--- src/rtl/clk_div_ratio_ctrl.sv ---
// Ratio-change sequencer for the programmable clock divider:
// gates the divider enable at a divided-clock low phase, loads, resumes.
module clk_div_ratio_ctrl #(
  parameter int RATIO_W        = 8,
  parameter int INIT_RATIO     = 8,
  parameter int SETTLE_CYCLES  = 2,
  parameter int TIMEOUT_CYCLES = 1024
) (
  input  logic               i_ref_clk,
  input  logic               i_rst,
  input  logic               i_en,
  input  logic               i_req_valid,
  input  logic [RATIO_W-1:0] i_req_ratio,
  output logic               o_req_ready,
  input  logic               i_div_clk,
  output logic               o_clk_en,
  output logic [RATIO_W-1:0] o_div_ratio,
  output logic               o_busy,
  output logic               o_done,
  output logic               o_timeout
);

  localparam int WW =
    (TIMEOUT_CYCLES > 1) ? $clog2(TIMEOUT_CYCLES) : 1;
  localparam int SW =
    (SETTLE_CYCLES > 1) ? $clog2(SETTLE_CYCLES) : 1;

  localparam logic [WW-1:0] W_LAST = WW'(TIMEOUT_CYCLES - 1);
  localparam logic [WW-1:0] W_STEP = WW'(1);
  localparam logic [SW-1:0] S_LAST = SW'(SETTLE_CYCLES - 1);
  localparam logic [SW-1:0] S_STEP = SW'(1);

  localparam logic [RATIO_W-1:0] R_INIT = RATIO_W'(INIT_RATIO);
  localparam logic [RATIO_W-1:0] R_ONE  = RATIO_W'(1);
  localparam logic [RATIO_W-1:0] R_TWO  = RATIO_W'(2);

  typedef enum logic [2:0] {
    S_IDLE,
    S_WAIT_LOW,
    S_GATE,
    S_LOAD,
    S_RESUME
  } state_t;

  state_t             state_q, state_d;
  logic [RATIO_W-1:0] pend_q, pend_d;
  logic [RATIO_W-1:0] ratio_q, ratio_d;
  logic [WW-1:0]      wcnt_q, wcnt_d;
  logic [SW-1:0]      scnt_q, scnt_d;
  logic               clk_en_q, clk_en_d;
  logic               ready_q, ready_d;
  logic               done_q, done_d;
  logic               timeout_q, timeout_d;
  logic               div_q, div_d;

  logic [RATIO_W-1:0] req_ratio;
  logic               fall;

  assign req_ratio = (i_req_ratio == '0) ? R_ONE : i_req_ratio;
  assign fall      = div_q & ~i_div_clk;

  always_comb begin
    state_d   = state_q;
    pend_d    = pend_q;
    ratio_d   = ratio_q;
    wcnt_d    = wcnt_q;
    scnt_d    = scnt_q;
    clk_en_d  = clk_en_q;
    done_d    = 1'b0;
    timeout_d = timeout_q;
    div_d     = i_div_clk;

    unique case (state_q)
      S_IDLE: begin
        clk_en_d = i_en;
        if (i_req_valid) begin
          pend_d    = req_ratio;
          timeout_d = 1'b0;
          wcnt_d    = '0;
          scnt_d    = '0;
          if (req_ratio == ratio_q) begin
            state_d = S_RESUME;
          end else if (!i_en || ratio_q < R_TWO) begin
            // bypass ratios have no phase to sample
            state_d  = S_GATE;
            clk_en_d = 1'b0;
          end else begin
            state_d = S_WAIT_LOW;
          end
        end
      end
      S_WAIT_LOW: begin
        clk_en_d = i_en;
        wcnt_d   = wcnt_q + W_STEP;
        if (fall || !i_en) begin
          state_d  = S_GATE;
          clk_en_d = 1'b0;
        end else if (wcnt_q == W_LAST) begin
          state_d   = S_GATE;
          clk_en_d  = 1'b0;
          timeout_d = 1'b1;
        end
      end
      S_GATE: begin
        clk_en_d = 1'b0;
        if (scnt_q == S_LAST) begin
          state_d = S_LOAD;
          scnt_d  = '0;
        end else begin
          scnt_d = scnt_q + S_STEP;
        end
      end
      S_LOAD: begin
        clk_en_d = 1'b0;
        ratio_d  = pend_q;
        state_d  = S_RESUME;
      end
      S_RESUME: begin
        clk_en_d = i_en;
        done_d   = 1'b1;
        state_d  = S_IDLE;
      end
      default: begin
        clk_en_d = 1'b0;
        state_d  = S_IDLE;
      end
    endcase

    ready_d = (state_d == S_IDLE);
  end

  always_ff @(posedge i_ref_clk or posedge i_rst) begin
    if (i_rst) begin
      state_q   <= S_IDLE;
      pend_q    <= R_INIT;
      ratio_q   <= R_INIT;
      wcnt_q    <= '0;
      scnt_q    <= '0;
      clk_en_q  <= 1'b0;
      ready_q   <= 1'b1;
      done_q    <= 1'b0;
      timeout_q <= 1'b0;
      div_q     <= 1'b0;
    end else begin
      state_q   <= state_d;
      pend_q    <= pend_d;
      ratio_q   <= ratio_d;
      wcnt_q    <= wcnt_d;
      scnt_q    <= scnt_d;
      clk_en_q  <= clk_en_d;
      ready_q   <= ready_d;
      done_q    <= done_d;
      timeout_q <= timeout_d;
      div_q     <= div_d;
    end
  end

  assign o_req_ready = ready_q;
  assign o_busy      = ~ready_q;
  assign o_clk_en    = clk_en_q;
  assign o_div_ratio = ratio_q;
  assign o_done      = done_q;
  assign o_timeout   = timeout_q;

endmodule

--- config.mk ---
export PLATFORM = sky130hd
export DESIGN_NAME = clk_div_ratio_ctrl
export DESIGN_NICKNAME = d
export VERILOG_FILES = /design/src/rtl/clk_div_ratio_ctrl.sv
export SDC_FILE = /design/constraint.sdc
export NUM_CORES = 1
export LEC_CHECK = 0
export ABC_AREA = 1
export CELL_PAD_IN_SITES_DETAIL_PLACEMENT = 0
export CELL_PAD_IN_SITES_GLOBAL_PLACEMENT = 1
export CORE_ASPECT_RATIO = 0.6
export CORE_UTILIZATION = 40
export DETAILED_ROUTE_END_ITERATION = 7
export PLACE_DENSITY = 0.77
export SLEW_MARGIN = 15
export SYNTH_ARGS = -nofsm -noshare
export SYNTH_HDL_FRONTEND = slang
export SYNTH_SLANG_ARGS = --single-unit
--- constraint.sdc ---
create_clock -name i_ref_clk -period 4.1 [get_ports i_ref_clk]
set_input_delay 0.615 -clock i_ref_clk [delete_from_list [all_inputs] [get_ports i_ref_clk]]
set_output_delay 0.615 -clock i_ref_clk [all_outputs]
set_load 0.02 [all_outputs]
==> reports/metrics.cfg, run 1 <==
[outcome]
outcome=finished, final reports clean

[clock_network]
cts.path.max_buffers=2
tritoncts=built
post_cts_resized=0
post_cts_buffers=0
cts_made_buffers=5
cts_num_sinks=35
clk_latency_ns=0.29
h-tree-depth=2
cts_hold_buf=0
root_buffer=clkbuf_8
path_clk_slew_ns=0.07

[yosys]
synth_most_common_cell=nand2_1
async_flop_share=1.00
synthesis.nets=237
synth_commonest_cells=nand2_1 (56), dfrtp_1 (32), inv_1 (30)
yosys.area.top_type=dfrtp_1
netlist.area_leader.share=0.450
syn_inst=223
synthTopCellsByArea=dfrtp_1 (45%), nand2_1 (12%), inv_1 (6.3%), nand3_1 (5.1%), dfstp_2 (4.4%)
syn_area_um2=1780
synth.avg_cell_area_um2=7.97
ys_warn_count=0
synth-seq-cells=35
ys_seq_area_frac=0.495
synth_ff_type=dfrtp_1
synth_cell_type_count=25
synth-edff-count=0

[finish]
fillCellCount=428
multi_input_area_um2=738
syn_to_final_growth_pct=22.9
nets=266
drive_gt1_frac=0.119
diodes=0
seq_area_um2=880

[power]
seqPwrFrac=0.408
p_switching_mw=0.531
power.leakage_nw=1.05
power_density_nw_per_um2=622
clkPwrFrac=0.205
p_int_mw=0.829
power_frac_comb=0.387
swShare=0.391
worst_ir_drop_vdd_uv=313

[setup_path]
crit_path_end_kind=output pin
max_stage_delay_ns=0.60
path_cells=clkdlybuf4s50_1
slowest_stage=clkdlybuf4s50_1
worst-path-max-fanout=3
crit_required_ns=3.48
cp_num_buf_inv=1
critPathKind=reg -> out
critPathArrivalTime_ns=1.43
setup.worst_path.start_class=register
critical_path.top_delay_family=buffers and inverters

[grt]
gr-total-overflow=0
grt_pass1_vias=1326
grt_max_degree=36
grtUsageTotal=0.193
grt_antenna_before_repair=0
grt_pass1_wl_mm=6.48

[timing]
post-route-min-period_ns=2.04
max_slew_margin=0.670
tns_ns=0
max_freq_mhz=490
post-route-period-util=0.498
worstMarginPinSlew_ns=0.493
finClkSkew_ns=0.00742
finalSetupViolCount=0
finalHoldViolations=0
drv_slew=0
postLayoutSetupSlackWorst_ns=2.06
rsz0062_at_grt=false

[die]
die_area_um2=4720
rows=18
chipHeight_um=53.6
initial_utilization=0.424
die_x_um=88.1
io_pins=26
core_um2=4190

[route]
dr_total_vias=1475
wl_mm=3.85
drt_first_pass_iters=4
viasPerCell=4.71
post_drt_wl_per_cell_um=12.3
first_iter_violations=58
drc_errors=0
ant_nets=0

[placed_design]
io_buffers=25
gp_congestion=0.798
dpl.hpwl_mm=2.81
dpl_worst_slack_ns=1.90

[run]
drv_cap=0

[worst_hold_path]
holdCritPathClass=reg -> reg

metal layers:
| metal | global-route usage | wire length [um] |
|---|---|---|
| met3 | 0.0506 | 160 |
| met2 | 0.244 | 1470 |
| met4 | 0.0726 | 36 |
| met1 | 0.304 | 2180 |
| met5 | 0 | 0 |
cell usage in the layout, fill, tap and decap left out, drive strengths merged:
cell,n
nand2,57
inv,36
dfrtp,32
clkdlybuf4s50,25
nand3,24
nor2,23
o21ai,19
a21oi,14
clkbuf,8
dfstp,3
nor3,3
o31ai,2
nand4,2
xnor2,1
nand3b,1
nor4,1
ha,1
buf,1
worst min-delay path: stages, from the launching register on:
cell and delay (ns):
dfrtp_1 0.35, nand2_1 0.05, o21ai_0 0.06
kinds of logic after synthesis:
| group | Yosys count | synth area share |
|---|---|---|
| AO/OA/AOI/OAI | 35 | 0.103 |
| XOR/XNOR | 1 | 0.00493 |
| adder cells (fa/ha/maj) | 1 | 0.00704 |
| buffers and inverters | 40 | 0.0901 |
| flip-flops | 35 | 0.495 |
| AND/OR/NAND/NOR | 111 | 0.300 |
power by group through the flow:
stage	logic (mW)	registers (mW)	clock network (mW)
3_3_place_gp	0.532	0.564	0
2_1_floorplan	0.288	0.607	0
5_1_grt	0.595	0.573	0.299
6_report	0.527	0.555	0.279
4_1_cts	0.533	0.556	0.288
3_5_place_dp	0.531	0.561	0
through the flow:
| step | std cells | area, um2 | power [mW] | hold WS, ns | util |
|---|---|---|---|---|---|
| final | 313 | 2190 | 1.36 | 0.488 | 0.522 |
| after global routing | 313 | 2190 | 1.47 | 0.518 | 0.522 |
| after detailed placement | 305 | 2090 | 1.09 | 0.476 | 0.498 |
| after CTS | 313 | 2190 | 1.38 | 0.495 | 0.522 |
| after global placement | 305 | 2090 | 1.10 | 0.475 | 0.498 |
| after floorplan | 223 | 1780 | 0.895 | 0.454 | - |
sequential cells by signal (all words and copies together), names as in the netlist:
register     flops
o_done           1
state_q          3
wcnt_q          10
o_timeout        1
pend_q           8
o_req_ready      1
o_clk_en         1
div_q            1
scnt_q           1
o_div_ratio      8
area by class of cell:
cell class	count	area share
Clock buffer	8	0.0458
Timing Repair Buffer	26	0.118
Inverter	36	0.0618
Multi-Input combinational cell	148	0.338
Tap cell	60	0.0343
Sequential cell	35	0.402
path summary, 6_finish.rpt:
check	start	to	slack, ns	cells after the start
setup / recovery	o_div_ratio[3]	o_div_ratio[3]	2.06	1
hold / removal	pend_q[6]	pend_q[6]	0.49	2
setup reg to reg	state_q[1]	wcnt_q[9]	2.42	5
hold reg to reg	pend_q[6]	pend_q[6]	0.49	2
max in group asynchronous	i_rst	pend_q[3]	3.03	3
min in group asynchronous	i_rst	o_div_ratio[5]	0.73	3
Note: power is estimated with default switching activity, not from simulation.
==> run 2, diff against run 1 <==
--- a/config.mk
+++ b/config.mk
@@ -9,9 +9,9 @@
 export CELL_PAD_IN_SITES_DETAIL_PLACEMENT = 0
 export CELL_PAD_IN_SITES_GLOBAL_PLACEMENT = 1
 export CORE_ASPECT_RATIO = 0.6
-export CORE_UTILIZATION = 40
+export CORE_UTILIZATION = 36
 export DETAILED_ROUTE_END_ITERATION = 7
-export PLACE_DENSITY = 0.77
+export PLACE_DENSITY = 0.73
 export SLEW_MARGIN = 15
 export SYNTH_ARGS = -nofsm -noshare
 export SYNTH_HDL_FRONTEND = slang
==> constraint.sdc (replaced) <==
create_clock -name i_ref_clk -period 1.8 [get_ports i_ref_clk]
set_input_delay 0.27 -clock i_ref_clk [delete_from_list [all_inputs] [get_ports i_ref_clk]]
set_output_delay 0.27 -clock i_ref_clk [all_outputs]
set_load 0.02 [all_outputs]
==> run 2 against run 1 <==
Net effect: worst hold slack got worse by 0.18 ns; sequential share of layout area fell by 0.43 points; combinational power grew 140%; global-route usage decreased by 2.6 points; final cell count grew 1.9%; critical path depth unchanged; power is 130% higher; core utilization shrank 4.8 points; count of clock-buffer cells in the layout decreased by 2; clock skew up 0.00086 ns; sequential power increased by 130%; non-clock buffer count rose by 3.
==> reports/metrics.cfg, run 2 (synthesis results as in run 1) <==
[finish]
nets=269  ; +1.1%
final_cell_mix=nand2_1 (56), dfrtp_1 (32), inv_1 (30)
fin_area_um2=2210  ; +1.1%
final_common_cell=nand2_1
largest_reg_flops=10  ; unchanged
diodes=0  ; unchanged
fin_cells=319  ; +1.9%
regMostFlops=wcnt_q
syn_to_final_growth_pct=24.3
fillCellCount=491  ; +15%
drive_gt1_frac=0.129  ; +0.0103

[grt]
grtUsageTotal=0.167  ; -0.0265
grt_antenna_before_repair=0  ; unchanged
gr-total-overflow=0  ; unchanged
grt_max_degree=36  ; unchanged
grt_pass1_vias=1261  ; -4.9%
grt_pass1_wl_mm=6.36  ; -1.8%

[setup_path]
cp_num_buf_inv=1  ; unchanged
crit_required_ns=1.53  ; -1.95 ns
slowest_stage=clkdlybuf4s50_1
critical_path.top_delay_family=buffers and inverters
max_stage_delay_ns=0.60  ; about the same
critPathKind=reg -> out
path_cells=clkdlybuf4s50_1
critPathArrivalTime_ns=1.44  ; about the same
crit_path_end_kind=output pin
setup.worst_path.start_class=register
worst-path-max-fanout=3  ; unchanged

[clock_network]
clk_latency_ns=0.29  ; about the same
path_clk_slew_ns=0.07  ; about the same
post_cts_buffers=0  ; unchanged
tritoncts=built
cts.path.max_buffers=2  ; unchanged
cts_made_buffers=5  ; unchanged
cts_hold_buf=0  ; unchanged
h-tree-depth=2  ; unchanged
post_cts_resized=0  ; unchanged
cts_num_sinks=35  ; unchanged
root_buffer=clkbuf_8

[timing]
finalHoldViolations=0  ; unchanged
worstMarginPinSlew_ns=0.354  ; -0.138 ns
finalSetupViolCount=0  ; unchanged
max_freq_mhz=586
drv_slew=0  ; unchanged
rsz0062_at_grt=false
tns_ns=0  ; unchanged
finClkSkew_ns=0.00828  ; +0.000862 ns
post-route-min-period_ns=1.71
post-route-period-util=0.948
postLayoutSetupSlackWorst_ns=0.0943  ; -1.97 ns
max_slew_margin=0.764  ; +0.0931

[die]
io_pins=26  ; unchanged
core_um2=4660  ; +11%
chipHeight_um=56.4  ; +5.2%
die_x_um=92.7  ; +5.3%
die_area_um2=5230  ; +11%
initial_utilization=0.382  ; -0.0429
rows=19  ; +1

[placed_design]
place_area_um2=2120  ; +1.9%
dpl_worst_slack_ns=-0.00885  ; -1.91 ns
placed_cells=311  ; +2.0%
io_buffers=25  ; unchanged
gp_congestion=0.751  ; -5.8%
dpl.hpwl_mm=2.85  ; +1.4%

[route]
wl_mm=3.86  ; +0.44%
first_iter_violations=82  ; +41%
drt_first_pass_iters=4  ; unchanged
dr_total_vias=1446  ; -2.0%
viasPerCell=4.53  ; -3.8%
drc_errors=0  ; unchanged
ant_nets=0  ; unchanged
post_drt_wl_per_cell_um=12.1  ; -1.4%

[power]
worst_ir_drop_vdd_uv=636  ; +100%
seqPwrFrac=0.413  ; +0.005
power_frac_comb=0.405  ; +0.018
p_total_mw=3.06  ; +130%
p_switching_mw=1.23  ; +130%
swShare=0.402  ; +0.0111
power.leakage_nw=1.06  ; +0.85%
power_density_nw_per_um2=1390  ; +120%
p_int_mw=1.83  ; +120%
clkPwrFrac=0.183  ; -0.022

[run]
drv_cap=0  ; unchanged

[worst_hold_path]
holdCritPathClass=in -> async

[outcome]
outcome=finished, final reports clean

==> run 2: changes by cell type in the layout (fill, tap and decap cells not counted) <==
cell | before | now
clkinvlp_4 | 0 | 1
clkbuf_8 | 7 | 5
clkinv_2 | 0 | 1
buf_12 | 0 | 1
buf_4 | 1 | 3
==> run 2: per-layer routing <==
metal / global-route usage / up-vias / wire length (um)
li1: - / 774 / -
met1: 0.274 / 641 / 2340
met2: 0.193 / 26 / 1330
met3: 0.0461 / 5 / 141
met4: 0.0725 / 0 / 51
met5: 0 / - / 0
==> run 2: path summary, 6_finish.rpt <==
check	from	to	slack, ns	cells after the start
max	o_div_ratio[3]	o_div_ratio[3]	0.09	1
min	i_rst	o_div_ratio[5]	0.31	3
max reg2reg	wcnt_q[0]	o_req_ready	0.27	9
min reg2reg	pend_q[7]	pend_q[7]	0.49	2
max in group asynchronous	i_rst	pend_q[3]	1.23	3
min in group i_ref_clk	i_div_clk	div_q	0.46	1
==> run 2: metrics by stage <==
step           utilization  hold slack, ns
3_5_place_dp         0.456           0.478
6_report             0.474           0.311
2_1_floorplan            -           0.301
5_1_grt              0.474           0.330
3_3_place_gp         0.456           0.472
4_1_cts              0.474           0.321
==> run 2: cell type report <==
cell class                      instances  area [um2]  share of cell area
Clock inverter                          2        12.5             0.00566
Clock buffer                            6        72.6              0.0328
Tap cell                               63        78.8              0.0357
Multi-Input combinational cell        148         738               0.334
Inverter                               36         135              0.0612
Timing Repair Buffer                   29         293               0.133
Sequential cell                        35         880               0.398
==> run 2: power by group through the flow <==
| stage | clock network [mW] | logic (mW) | registers (mW) |
|---|---|---|---|
| final | 0.560 | 1.24 | 1.26 |
| after global routing | 0.608 | 1.39 | 1.30 |
| after CTS | 0.582 | 1.25 | 1.26 |
| after detailed placement | 0 | 1.24 | 1.28 |
| after global placement | 0 | 1.24 | 1.28 |
| after floorplan | 0 | 0.655 | 1.38 |
==> run 3, diff against run 2 <==
--- a/config.mk
+++ b/config.mk
@@ -6,6 +6,7 @@
 export NUM_CORES = 1
 export LEC_CHECK = 0
 export ABC_AREA = 1
+export CAP_MARGIN = 20
 export CELL_PAD_IN_SITES_DETAIL_PLACEMENT = 0
 export CELL_PAD_IN_SITES_GLOBAL_PLACEMENT = 1
 export CORE_ASPECT_RATIO = 0.6
==> results of run 3 <==
Final layout, timing and power as in run 2 (identical DEF).
==> RTL edit 1, RTL diff (config.mk and constraints of run 2) <==
`TIMEOUT_CYCLES`: 1024 -> 512.
--- a/src/rtl/clk_div_ratio_ctrl.sv
+++ b/src/rtl/clk_div_ratio_ctrl.sv
@@ -5,5 +5,5 @@
   parameter int INIT_RATIO     = 8,
   parameter int SETTLE_CYCLES  = 2,
-  parameter int TIMEOUT_CYCLES = 1024
+  parameter int TIMEOUT_CYCLES = 512
 ) (
   input  logic               i_ref_clk,
Formal check against the unedited RTL: same outputs for any inputs over 10 cycles, from zero or initial values and one cycle with i_rst high; that may be too few to reach the edited logic, so the function may still have changed.
==> RTL edit 1 against run 2 <==
  * Routed wire length fell by 0.96%
  * Sequential cell count fell by 1
  * Utilization rose by 1.8 points
  * Worst setup slack got worse by 0.017 ns
  * Area after synthesis fell by 2.1%
  * Design area rose by 2.8%
  * Total power rose by 10%
  * Maximum frequency fell by 1.0%
  * Critical endpoint unchanged
  * Largest power group is now combinational cells
  * Highest routed layer unchanged
==> RTL edit 1: results (changes against run 2) <==
Synthesis:
- The post-synthesis cell type count is 34 (was 25).
- The fraction of the mapped netlist area in adder cells is 1.44% (was 0.704%).
- Synth cell count leaders: nand2_1 (53), inv_1 (32), dfrtp_1 (31), nor2_1 (15), nand3_1 (13) (was nand2_1 (56), dfrtp_1 (32), inv_1 (30), nor2_1 (20), nand3_1 (18)).
- The post-synthesis compound-gate area fraction was 11.9% (was 10.3%).
- The most used flip-flop cell after synthesis is dfrtp_1 (unchanged).
- Largest cells by area after synthesis: dfrtp_1 (45%), nand2_1 (11%), inv_1 (6.9%), dfstp_2 (4.5%), nand3_1 (3.7%) (was dfrtp_1 (45%), nand2_1 (12%), inv_1 (6.3%), nand3_1 (5.1%), dfstp_2 (4.4%)).
- The total nets after synthesis is 227 (was 237).
- The register area share after synthesis came to 49.1% (was 49.5%).
- The xor/xnor share of the synthesized area is 0.503% (was 0.493%).

Power:
- The clock network fraction of design power came to 20.4% (was 18.3%).
- The maximum vdd drop is 558 uV (was 636 uV).
- The total net switching power is 1340 uW (was 1230 uW).
- The leakage power summed over all cells was 0.00111 uW (was 0.00106 uW).
- The part of the total power dissipated in combinational logic is 42.3% (was 40.5%).
- The net switching fraction of the power is 39.6% (was 40.2%).

Finish:
- The number of nets at the end of the flow is 268 (was 269).
- The layout filler cell count is 463 (was 491).
- The flip-flop count of the largest register after layout is 9 (was 10).
- The layout cell share with drive strength beyond 1 is 21.3% (was 12.9%).

Placed design:
- The placed wire-length estimate after detailed placement is 2910 um (was 2850 um).
- The worst slack after detailed placement is 0.0348 ns (was -0.00885 ns).
- The routability-driven placement congestion ratio came to 0.807 (was 0.751).

Clock tree:
- The cell chosen for the clock root was clkbuf_8 (unchanged).
- The number of clock buffers inserted by TritonCTS is 5 (unchanged).

Routing:
- The iteration count of the initial detailed-routing pass was 4 (unchanged).
- The number of DRC violations after detailed-routing iteration 0 is 59 (was 82).
- The per-cell routed wire length is 12.1 um (about the same).
- The via density per instance is 4.50 (was 4.53).

Timing:
- The final-layout worst hold slack is 0.371 ns (was 0.311 ns).
- The highest achievable clock rate is 580 MHz (was 586 MHz).
- The slew at the pin closest to its max-slew limit was 0.423 ns (was 0.354 ns).
- The clock skew is 0.00274 ns (was 0.00828 ns).

Global route:
- The number of global-route vias before repair is 1,269 (was 1,261).
- The total routing resource utilization after global routing came to 16.3% (was 16.7%).

Outcome:
- Outcome: completed (unchanged).

Critical path:
- The length in cells of the worst reg-to-reg path is 12 (was 9).
- The peak fanout along the critical path came to 4 (was 3).
- The minimum setup slack among reg-to-reg paths came to 0.10 ns (was 0.27 ns).
- The launch point of the worst reg-to-reg path is wcnt_q[1]$_DFFE_PP0P_ (was wcnt_q[0]$_DFFE_PP0P_).
## RTL edit 1: area by class of cell
class	instances	share of cell area, %
clock buffers	5	3.03
flip-flops and latches	34	37.6
repair buffers	36	14.6
clock inverters	3	1.76
well taps	63	3.47
multi-input cells	138	33.1
inverters	38	6.39
## RTL edit 1: layer usage
layer  vias to the layer above  GRT usage (%)  part of all wire (%)  wire (um)
li1                        756              -                     -          -
met4                         0           6.03                  0.52         20
met2                        28           20.5                    38       1440
met3                         3           5.19                   4.7        179
met5                         -              0                     0          0
met1                       639           25.3                    57       2180
## RTL edit 1: worst min-delay path, stage by stage
cell	delay (ns)
clkdlybuf4s50_1	0.40
inv_1	0.05
buf_4	0.37
## RTL edit 1: repair_timing
item | in CTS | in global routing
resized for setup | 0 | 8
hold endpoints to repair | 0 | 0
endpoints found under the setup margin | 0 | 1
buffers inserted | 0 | 1
## RTL edit 1: per-stage QoR
step,instance area (sq um),cells
global route,2270,317
detailed placement,2130,308
finish,2270,317
global placement,2130,308
floorplan,1740,212
CTS,2240,316
==> RTL edit 2, RTL diff (settings of run 2) <==
Made on the original files. The 5 states of `state_t` get a one-hot encoding in 5 bits.
--- a/src/rtl/clk_div_ratio_ctrl.sv
+++ b/src/rtl/clk_div_ratio_ctrl.sv
@@ -35,10 +35,10 @@
   localparam logic [RATIO_W-1:0] R_TWO  = RATIO_W'(2);
 
-  typedef enum logic [2:0] {
-    S_IDLE,
-    S_WAIT_LOW,
-    S_GATE,
-    S_LOAD,
-    S_RESUME
+  typedef enum logic [4:0] {
+    S_IDLE     = 5'b00001,
+    S_WAIT_LOW = 5'b00010,
+    S_GATE     = 5'b00100,
+    S_LOAD     = 5'b01000,
+    S_RESUME   = 5'b10000
   } state_t;
 
Check against the original RTL: same outputs for any inputs over 10 cycles, from zero or initial values and one cycle with i_rst high; not proved beyond that.
==> RTL edit 2 against run 2 <==
  * Design area is 4.1% higher
  * Clock power grew 25%
  * Total power rose by 6.3%
  * Utilization is 0.73 points higher
  * Non-clock buffer count is 1 lower
  * Sequential power up 3%
  * Sequential cell count up 2
  * Routed wire length grew 0.31%
  * Clock skew rose by 0.0057 ns
  * Area after synthesis up 4.8%
  * Maximum frequency fell by 0.84%
  * Worst setup slack lost 0.014 ns
  * Highest routed layer unchanged
==> RTL edit 2: results (changes against run 2) <==
Placed design:
- The number of placed instances with taps included is 308 (was 311).
- The routability-driven placement congestion ratio came to 0.805 (was 0.751).
- The post-placement cell area was 2190 sq um (was 2120 sq um).
- The worst slack after detailed placement came to 0.0540 ns (was -0.00885 ns).
- The placed wire-length estimate after detailed placement came to 2910 um (was 2850 um).

Global route:
- The number of global-route vias before repair came to 1,360 (was 1,261).
- The maximum number of pins on one net before global-route repair is 38 (was 36).
- The global-route wire length before repair is 6740 um (was 6360 um).
- The total routing resource utilization after global routing is 16.7% (about the same).

Power:
- The leakage power summed over all cells is 0.00106 uW (about the same).
- The maximum vdd drop came to 619 uV (was 636 uV).

Routing:
- The vias after detailed routing is 1,456 (was 1,446).
- The per-cell routed wire length came to 12.3 um (was 12.1 um).
- The routed wire length is 3870 um (was 3860 um).
- The number of DRC violations after detailed-routing iteration 0 is 73 (was 82).

Synthesis:
- The total nets after synthesis is 234 (was 237).
- The fraction of the mapped netlist area in adder cells is 0.672% (was 0.704%).
- The register area share after synthesis is 50.0% (was 49.5%).
- The xor/xnor share of the synthesized area came to 1.41% (was 0.493%).
- Synth cell count leaders: nand2_1 (58), dfrtp_1 (33), inv_1 (33), o21ai_0 (23), nor2_1 (17) (was nand2_1 (56), dfrtp_1 (32), inv_1 (30), nor2_1 (20), nand3_1 (18)).

Timing:
- The slew at the pin closest to its max-slew limit is 0.338 ns (was 0.354 ns).
- The clock skew is 0.0140 ns (was 0.00828 ns).

Finish:
- The layout cell share with drive strength beyond 1 is 11.1% (was 12.9%).
- The number of nets at the end of the flow is 266 (was 269).

Outcome:
- Outcome: completed (unchanged).
-- RTL edit 2: cell types whose count changed after synthesis, moves of 3 or more --
cell and change:
a21oi_1 -3, inv_2 -3, nand3_1 -9, nand3_2 -6, inv_1 +3, buf_6 +3
o21ai_0 +9, o21ai_1 -4, nor2_1 -3
-- RTL edit 2: area by class of cell --
class	count	area share (%)
multi-input cells	143	32.9
well taps	63	3.43
flip-flops and latches	37	40.5
repair buffers	28	12.4
inverters	37	6.14
clock inverters	2	1.52
clock buffers	6	3.15
-- RTL edit 2: final timing paths --
path	from	end	slack, ns	depth (start not counted)
setup / recovery	o_div_ratio[3]$_DFFE_PP1N_	o_div_ratio[3]	0.08	1
hold / removal	i_rst	wcnt_q[2]$_DFFE_PP0P_	0.32	3
setup reg to reg	wcnt_q[0]$_DFFE_PP0P_	state_q[1]$_DFF_PP0_	0.21	8
hold reg to reg	pend_q[2]$_DFFE_PP0P_	pend_q[2]$_DFFE_PP0P_	0.48	2
max in group asynchronous	i_rst	state_q[0]$_DFF_PP1_	1.21	3
min in group i_ref_clk	i_div_clk	div_q$_DFF_PP0_	0.44	1
-- RTL edit 2: power by group --
group / total, uW / internal (uW) / leakage, uW / switching (uW)
clock: 701 / 411 / 0.0000552 / 289
combinational: 1260 / 514 / 0.000518 / 745
sequential: 1300 / 1110 / 0.000482 / 189
-- RTL edit 2: cell families after synthesis --
| kind of cell | Yosys count |
|---|---|
| adders and majority gates | 1 |
| AOI/OAI and AO/OA | 41 |
| and+or+nand+nor | 98 |
| DFF | 37 |
| buffers and inverters | 40 |
| xor gates and xnor gates | 3 |
-- RTL edit 2: metal layers --
metal	global-route usage, %	wire length (um)
met2	20.2	1410
met3	4.86	161
met5	0	0
met1	27.3	2270
met4	5.19	34
